## config.mk

```make
export PLATFORM = sky130hd
export DESIGN_NAME = pc_trace_tx
export DESIGN_NICKNAME = d
export VERILOG_FILES = /design/src/rtl/pc_trace_pkg.sv /design/src/rtl/pc_trace_fifo.sv /design/src/rtl/pc_trace_tx.sv
export SDC_FILE = /design/constraint.sdc
export NUM_CORES = 1
export LEC_CHECK = 0
export CAP_MARGIN = 15
export CORE_ASPECT_RATIO = 1.1
export CORE_MARGIN = 2
export CORE_UTILIZATION = 55
export CTS_CLUSTER_SIZE = 30
export DETAILED_ROUTE_END_ITERATION = 12
export PLACE_DENSITY_LB_ADDON = 0.25
export SLEW_MARGIN = 20
export SYNTH_ARGS = -nofsm -noshare
export SYNTH_HDL_FRONTEND = slang
export SYNTH_SLANG_ARGS = --single-unit
```

## constraint.sdc

```tcl
create_clock -name clk -period 5.5 [get_ports clk]
set_input_delay 1.1 -clock clk [delete_from_list [all_inputs] [get_ports clk]]
set_output_delay 1.1 -clock clk [all_outputs]
set_load 0.05 [all_outputs]
```

## src/rtl/pc_trace_pkg.sv

```systemverilog
// Shared constants, state encoding and byte-select helper for the PC trace transmitter.
package pc_trace_pkg;

  localparam logic [7:0] SYNC_BYTE     = 8'hA5;
  localparam int         BYTES_PER_REC = 5;

  typedef logic [1:0] state_t;
  localparam state_t IDLE  = 2'd0;
  localparam state_t START = 2'd1;
  localparam state_t DATA  = 2'd2;
  localparam state_t STOP  = 2'd3;

  // Record byte idx 1..4 carries PC[31:24] down to PC[7:0]; byte 0 is the sync byte.
  function automatic logic [7:0] pc_byte(input logic [31:0] pc, input logic [2:0] idx);
    case (idx)
      3'd1:    return pc[31:24];
      3'd2:    return pc[23:16];
      3'd3:    return pc[15:8];
      default: return pc[7:0];
    endcase
  endfunction

endpackage

```

## src/rtl/pc_trace_fifo.sv

```systemverilog
// First-word fall-through FIFO holding sampled PCs; rd_data is valid whenever not empty.
module pc_trace_fifo #(
  parameter int DEPTH = 8,
  parameter int WIDTH = 32
) (
  input  logic                     clk,
  input  logic                     rst,
  input  logic                     push,
  input  logic [WIDTH-1:0]         wr_data,
  input  logic                     pop,
  output logic [WIDTH-1:0]         rd_data,
  output logic                     full,
  output logic                     empty,
  output logic [$clog2(DEPTH):0]   level
);

  localparam int AW = $clog2(DEPTH);
  localparam logic [AW:0] FULL_LEVEL = (AW+1)'(DEPTH);

  logic [WIDTH-1:0] mem [DEPTH];
  logic [AW-1:0]    wr_ptr;
  logic [AW-1:0]    rd_ptr;
  logic             do_push;
  logic             do_pop;

  assign full    = (level == FULL_LEVEL);
  assign empty   = (level == '0);
  // A push into a full FIFO is still accepted when the same cycle frees a slot.
  assign do_push = push && (!full || pop);
  assign do_pop  = pop && !empty;
  assign rd_data = mem[rd_ptr];

  // NOTE: storage is deliberately left out of reset; only pointers and level define validity.
  always_ff @(posedge clk) begin
    if (do_push) mem[wr_ptr] <= wr_data;
  end

  // NOTE: all sequential state uses non-blocking assignments so every flop sees pre-edge values.
  always_ff @(posedge clk or negedge rst) begin
    if (!rst) begin
      wr_ptr <= '0;
      rd_ptr <= '0;
      level  <= '0;
    end else begin
      if (do_push) wr_ptr <= wr_ptr + 1'b1;
      if (do_pop)  rd_ptr <= rd_ptr + 1'b1;
      case ({do_push, do_pop})
        2'b10:   level <= level + 1'b1;
        2'b01:   level <= level - 1'b1;
        default: level <= level;
      endcase
    end
  end

endmodule

```

## src/rtl/pc_trace_tx.sv

```systemverilog
// PC trace transmitter: buffers retired PCs and sends each as a 5-byte 8N1 record (A5, PC MSB..LSB).
module pc_trace_tx
  import pc_trace_pkg::*;
#(
  parameter int CLKS_PER_BIT = 4,
  parameter int FIFO_DEPTH   = 8
) (
  input  logic                          clk,
  input  logic                          rst,
  input  logic [31:0]                   pc_in,
  input  logic                          pc_valid,
  output logic                          tx,
  output logic                          busy,
  output logic                          overflow,
  output logic [7:0]                    drop_count,
  output logic [$clog2(FIFO_DEPTH):0]   fifo_level
);

  localparam int          BW        = $clog2(CLKS_PER_BIT);
  localparam logic [BW-1:0] BAUD_LAST = BW'(CLKS_PER_BIT - 1);
  localparam logic [2:0]  LAST_BYTE = 3'(BYTES_PER_REC - 1);

  state_t        state;
  logic [BW-1:0] baud;
  logic [2:0]    bit_idx;
  logic [2:0]    byte_idx;
  logic [7:0]    shift;
  logic [31:0]   shadow;

  logic          fifo_pop;
  logic          fifo_full;
  logic          fifo_empty;
  logic [31:0]   fifo_data;
  logic          baud_done;
  logic          rec_done;
  logic          drop;

  assign baud_done = (state != IDLE) && (baud == BAUD_LAST);
  assign rec_done  = (state == STOP) && baud_done && (byte_idx == LAST_BYTE);
  // Pop either from idle or on the edge that ends a record, so records run back to back.
  assign fifo_pop  = !fifo_empty && ((state == IDLE) || rec_done);
  assign drop      = pc_valid && fifo_full && !fifo_pop;
  assign busy      = (state != IDLE);

  pc_trace_fifo #(.DEPTH(FIFO_DEPTH), .WIDTH(32)) u_fifo (
    .clk     (clk),
    .rst     (rst),
    .push    (pc_valid),
    .wr_data (pc_in),
    .pop     (fifo_pop),
    .rd_data (fifo_data),
    .full    (fifo_full),
    .empty   (fifo_empty),
    .level   (fifo_level)
  );

  // NOTE: always_comb drives tx on every path via a default, so no latch can be inferred.
  always_comb begin
    tx = 1'b1;
    case (state)
      START:   tx = 1'b0;
      DATA:    tx = shift[0];
      default: tx = 1'b1;
    endcase
  end

  always_ff @(posedge clk or negedge rst) begin
    if (!rst) begin
      state    <= IDLE;
      baud     <= '0;
      bit_idx  <= '0;
      byte_idx <= '0;
      shift    <= '0;
      shadow   <= '0;
    end else begin
      if (state == IDLE || baud_done) baud <= '0;
      else                            baud <= baud + 1'b1;

      case (state)
        IDLE: begin
          if (fifo_pop) begin
            shadow   <= fifo_data;
            shift    <= SYNC_BYTE;
            byte_idx <= '0;
            state    <= START;
          end
        end
        START: begin
          if (baud_done) begin
            bit_idx <= '0;
            state   <= DATA;
          end
        end
        DATA: begin
          if (baud_done) begin
            shift <= {1'b0, shift[7:1]};
            if (bit_idx == 3'd7) state   <= STOP;
            else                 bit_idx <= bit_idx + 1'b1;
          end
        end
        default: begin
          if (baud_done) begin
            if (byte_idx != LAST_BYTE) begin
              byte_idx <= byte_idx + 1'b1;
              shift    <= pc_byte(shadow, byte_idx + 3'd1);
              state    <= START;
            end else if (fifo_pop) begin
              shadow   <= fifo_data;
              shift    <= SYNC_BYTE;
              byte_idx <= '0;
              state    <= START;
            end else begin
              state <= IDLE;
            end
          end
        end
      endcase
    end
  end

  // Drop bookkeeping is sticky until reset; the counter saturates rather than wrapping.
  always_ff @(posedge clk or negedge rst) begin
    if (!rst) begin
      overflow   <= 1'b0;
      drop_count <= '0;
    end else if (drop) begin
      overflow <= 1'b1;
      if (drop_count != 8'hFF) drop_count <= drop_count + 1'b1;
    end
  end

endmodule

```

==> results of run 1 <==
==> critical path, delay by kind of cell (launching register included) <==
| family | cells | cell delay, ps |
|---|---|---|
| AOI/OAI and AO/OA | 1 | 100 |
| buffers and inverters | 2 | 960 |
| DFF | 1 | 420 |
| adders and majority gates | 1 | 460 |
| and+or+nand+nor | 1 | 100 |
==> registers in the layout, summed over array words and instances, names as in the netlist <==
register,count
u_fifo.level,4
overflow,1
state,2
drop_count,8
shift,8
u_fifo.rd_ptr,3
u_fifo.wr_ptr,3
shadow,32
byte_idx,3
bit_idx,3
baud,2
u_fifo.mem,256
==> stage by stage <==
| step | cell area (µm²) | worst slack [ps] | hold slack (ps) | utilization | power, W |
|---|---|---|---|---|---|
| global route | 15100 | 1680 | 474 | 0.643 | 0.00633 |
| CTS | 15100 | 1840 | 437 | 0.643 | 0.00617 |
| finish | 15100 | 1850 | 433 | 0.643 | 0.00611 |
| floorplan | 13100 | 1420 | 408 | - | 0.00355 |
| detailed placement | 14000 | 2080 | 426 | 0.596 | 0.00388 |
| global placement | 14000 | 1980 | 421 | 0.594 | 0.00383 |
==> power groups by stage <==
stage	logic (W)	clock network, W	registers, W
after global routing	0.000774	0.00242	0.00314
after global placement	0.000692	0	0.00314
after CTS	0.000730	0.00233	0.00311
after detailed placement	0.000723	0	0.00316
final	0.000717	0.00229	0.00311
after floorplan	0.000318	0	0.00323
==> synthesized netlist by cell type (all sizes together), types with 2 or more instances <==
library cell,instances
a21oi,43
a221oi,4
a222oi,4
a22o,4
a31oi,8
a32oi,3
and2,3
and3,3
buf,21
clkbuf,13
dfrtp,69
edfxtp,256
ha,17
inv,10
mux2,6
mux2i,35
mux4,64
nand2,29
nand2b,5
nand3,8
nor2,59
nor2b,3
nor3,5
nor4,2
o211ai,4
o21ai,11
o22a,3
o22ai,3
o2bb2ai,4
or3,2
xnor2,9
xor2,7
==> cell families after synthesis <==
| logic type | synth area share |
|---|---|
| DFF | 0.718 |
| and+or+nand+nor | 0.0458 |
| muxes | 0.142 |
| AOI/OAI and AO/OA | 0.0514 |
| buffers and inverters | 0.0147 |
| adders and majority gates | 0.0177 |
| xor gates and xnor gates | 0.0107 |
==> layer usage <==
metal / global-route usage / share of wire / vias to the layer above
met2: 0.353 / 0.50 / 212
met5: 0 / 0 / -
met4: 0.0719 / 0.030 / 0
met3: 0.0396 / 0.054 / 65
met1: 0.296 / 0.42 / 3553
li1: - / - / 3046
==> cell type report <==
type / count / area (µm²) / area share
clock buffer: 50 / 982 / 0.0648
clock inverter: 11 / 140 / 0.00925
inverter: 10 / 37.5 / 0.00248
multi-input combinational: 365 / 3570 / 0.236
sequential: 325 / 9420 / 0.622
tap: 305 / 382 / 0.0252
timing repair buffer: 62 / 616 / 0.0406
==> final timing paths <==
check / start / to / slack (ps)
setup reg to reg: byte_idx[1] / u_fifo.mem[2][19] / 2330
max in group asynchronous: rst / u_fifo.rd_ptr[0] / 3850
min in group asynchronous: rst / overflow / 660
hold reg to reg: baud[0] / baud[0] / 430
setup / recovery: state[0] / tx / 1850
hold / removal: baud[0] / baud[0] / 430
==> metrics.txt, run 1 <==
Final GP Congestion 0.853; root buffer cell clkbuf_16; # diodes 0; grt ovf 0; max cap viols 0; FMAX 0.274 GHz; post-synthesis cell type count 56; Worst Path Required 4400 ps; postcts setup bufs 0; Static Leak 5.14 nW; sw frac 0.243; number of fill cells 1593; slowest stage cell, crit path clkdlybuf4s50_1; clock network power share 0.374; RSZ-0062 raised after global routing false; Cell Chain, Critical Path inv_1 > ha_1 > nand2_1 > o21ai_0 > clkdlybuf4s50_1; detail-routed via count per cell 6.10; vias in the first global route 7294; DR vias 6876; normalized max-slew margin 0.271; part of the Yosys area used for sequential elements 0.718; Placed Cells 1067; outcome completed; CTS Sinks 325; first-pass GRT wire length 41100 µm; sequential power share 0.509; CP Class flip-flop to output pin; period utilization 0.663; Core Area 23500 µm²; fin nets 851; initial antenna violation count 0; post-cts resize count 0; die width 151 µm; number of synthesized register bits 325; final instance count without filler cells 1128; CP arrival 2550 ps; commonest non-fill, non-tap cells in the layout 256 x edfxtp_1, 66 x dfrtp_1, 64 x mux4_2, 50 x nor2_1, 48 x clkdlybuf4s50_1; # IOs 50; hold buffers post-CTS 0; Syn-to-layout area delta 15.5%; Clock Skews 15.0 ps; clock buffer count from CTS 34; number of I/O port buffers 49; layout cells sized above 1 0.187; clock tree buffer depth 3; commonest non-fill, non-tap cell in the layout edfxtp_1; clock latency on the worst-skew pair 500 ps; startpoint types flip-flop; Synth area leaders edfxtp_1 59%, dfrtp_1 13%, mux4_2 11%; pwr dens 403 nW/µm²; max incr delay on CP 820 ps; final setup violation count 0; Worst-Margin Slew 1090 ps; top_reg_cell synth edfxtp_1; Logic pwr share 0.117; Synth Warn # 0; Initial Util 0.557; Net Switching 0.00149 W; H-tree depth 2; drc violations 0; worst min-delay path class flip-flop to flip-flop; CP Capture Type output pin; EDFF count, synth 256; Iteration-0 DRC Markers 621; Die H 166 µm; final wirelength 25700 µm; first drt pass iteration count 10; async set or reset register ratio after synthesis 0.212; Rows 59; clk slew on worst S/H paths 60 ps; antenna viol nets, final 0; drt wl/cell 22.8 µm; Post-DP HPWL 15600 µm; P_int 0.00462 W; Die ar. 25100 µm²; average cell area after synthesis 17.9 µm²; pin count of the biggest net entering global routing 66; Yosys top cell area share 0.586; R2R depth 8; syn_nets 787; dominant cell type by area after synthesis edfxtp_1; post-route setup TNS 0 ps; Syn Inst Count 734; Period minus WS final 3650 ps; CTS tree done; count of final hold-check violations 0; Slew Limit Fails 0; hold-critical path depth 1; VDD IR max 315 µV; Netlist Area Pre-Place 13100 µm²; total global-route track usage 0.216; critical-path maximum fanout 15
(Power assumes the default switching activity.)
==> run 2: changes to the inputs <==
Clock period 5.5 ns to 3.3 ns, I/O delays scaled along.
==> run 2 against run 1 <==
- first-iteration DRC count grew 6.6%
- clock-buffer cell count shrank 3
- cell count grew 0.62%
- power grew 64%
- critical path type unchanged
- largest cell class unchanged
- largest power group unchanged
==> metrics.txt, run 2 (synthesis gave the netlist of run 1 again) <==
Period minus WS final 3050 ps; layout cells sized above 1 0.193 (+0.00565); H-tree depth 2 (unchanged); Multi-input gate area 3590 µm² (+0.42%); CP Capture Type output pin; DR vias 6877 (+0.015%); number of I/O port buffers 49 (unchanged); pwr dens 660 nW/µm² (+64%); antenna viol nets, final 0 (unchanged); grt ovf 0 (unchanged); DP Worst Slack 427 ps (-1660 ps); CP Class flip-flop to output pin; Top reg by flops u_fifo.mem; CTS Sinks 325 (unchanged); post-route setup slack 252 ps (-1600 ps); pin count of the biggest net entering global routing 70 (+6.1%); Critical Path Start state[0]; Core Area 23500 µm² (unchanged); final wirelength 25600 µm (-0.47%); FMAX 0.328 GHz; Die H 166 µm (unchanged); count of final hold-check violations 0 (unchanged); Slew Limit Fails 0 (unchanged); Largest regs u_fifo.mem: 256 flops, shadow: 32 flops; FF+latch area 9420 µm² (unchanged); period utilization 0.924; commonest non-fill, non-tap cells in the layout 256 x edfxtp_1, 66 x dfrtp_1, 64 x mux4_2, 50 x nor2_1, 48 x clkdlybuf4s50_1; die width 151 µm (unchanged); Initial Util 0.557 (unchanged); Static Leak 5.17 nW (+0.60%); critical-path maximum fanout 15 (unchanged); Post-DP HPWL 15400 µm (-0.86%); max cap viols 0 (unchanged); detail-routed via count per cell 6.06 (-0.60%); total global-route track usage 0.212 (-0.00394); VDD IR max 474 µV (+51%); first drt pass iteration count 8 (-2); flop2flop setup slack 480 ps (-1850 ps); final instance area 15200 µm² (+0.45%); normalized max-slew margin 0.402 (+0.131); number of fill cells 1561 (-2.0%); crit path to tx; Rows 59 (unchanged); root buffer cell clkbuf_16; first-pass GRT wire length 40000 µm (-2.5%); Worst Path Required 2640 ps (-1760 ps); Iteration-0 DRC Markers 662 (+6.6%); clock buffer count from CTS 34 (unchanged); clock tree buffer depth 3 (unchanged); Clock Skews 13.2 ps (-1.75 ps); RSZ-0062 raised after global routing false; commonest non-fill, non-tap cell in the layout edfxtp_1; outcome completed; worst min-delay path class input port to asynchronous set/reset pin; max reg flops 256 (unchanged); Syn-to-layout area delta 16.0%; post-layout util 0.646 (+0.00287); FF-to-FF Start baud[0]; post-route setup TNS 0 ps (unchanged); CP arrival 2390 ps (-160 ps); drt wl/cell 22.5 µm (-1.1%); Final GP Congestion 0.828 (-3.0%); postcts setup bufs 0 (unchanged); CTS tree done; fin nets 858 (+0.82%); dpl cell area 14100 µm² (+0.86%); Worst-Margin Slew 897 ps (-196 ps); clock latency on the worst-skew pair 500 ps (about the same); FF-to-FF End u_fifo.level[3]; Die ar. 25100 µm² (unchanged); # diodes 0 (unchanged); # IOs 50 (unchanged); drc violations 0 (unchanged); vias in the first global route 7040 (-3.5%); startpoint types flip-flop; initial antenna violation count 0 (unchanged); final setup violation count 0 (unchanged); R2R depth 12 (+4); clk slew on worst S/H paths 60 ps (about the same)
## run 2: where the power goes
part	internal (W)	switching [W]
Combinational	0.000452	0.000790
Sequential	0.00498	0.000211
Clock	0.00214	0.00147
## run 2: worst min-delay path by stage
stage                        from          endpoint  slack, ps  cells after the start
after detailed placement  baud[0]           baud[0]        430                      1
final                         rst  u_fifo.rd_ptr[2]        370                      2
after global routing          rst     drop_count[5]        440                      2
after CTS                     rst        bit_idx[2]        390                      2
after global placement    baud[0]           baud[0]        420                      1
after floorplan               rst           baud[0]        360                      0
## run 2: repair_timing
action | CTS | global route
hold buffers | 0 | 0
gates resized for setup | 0 | 1
setup endpoints to repair | 0 | 1
## run 2: critical path, cell delays in order, from the launching register on
cell	delay, ps
dfrtp_1	420
inv_1	140
ha_2	360
nand2_1	80
o21ai_0	80
clkdlybuf4s50_1	820
## run 2: final cells by class
cell class,instances,share of cell area
tap,305,0.0251
sequential,325,0.619
clock inverter,14,0.00617
timing repair buffer,69,0.0475
inverter,10,0.00247
clock buffer,47,0.0640
multi-input combinational,365,0.236
## run 2: routing by layer
| metal | share of wire | up-vias | track usage |
|---|---|---|---|
| li1 | - | 3059 | - |
| met1 | 0.40 | 3530 | 0.286 |
| met2 | 0.51 | 233 | 0.348 |
| met3 | 0.053 | 55 | 0.0398 |
| met4 | 0.032 | 0 | 0.0744 |
| met5 | 0 | - | 0 |
## run 2: through the flow
step	std cells	hold WS, ps	total power (W)
4_1_cts	1135	389	0.0101
2_1_floorplan	734	364	0.00591
6_report	1135	373	0.0100
3_5_place_dp	1074	429	0.00653
5_1_grt	1135	440	0.0104
3_3_place_gp	1074	421	0.00643
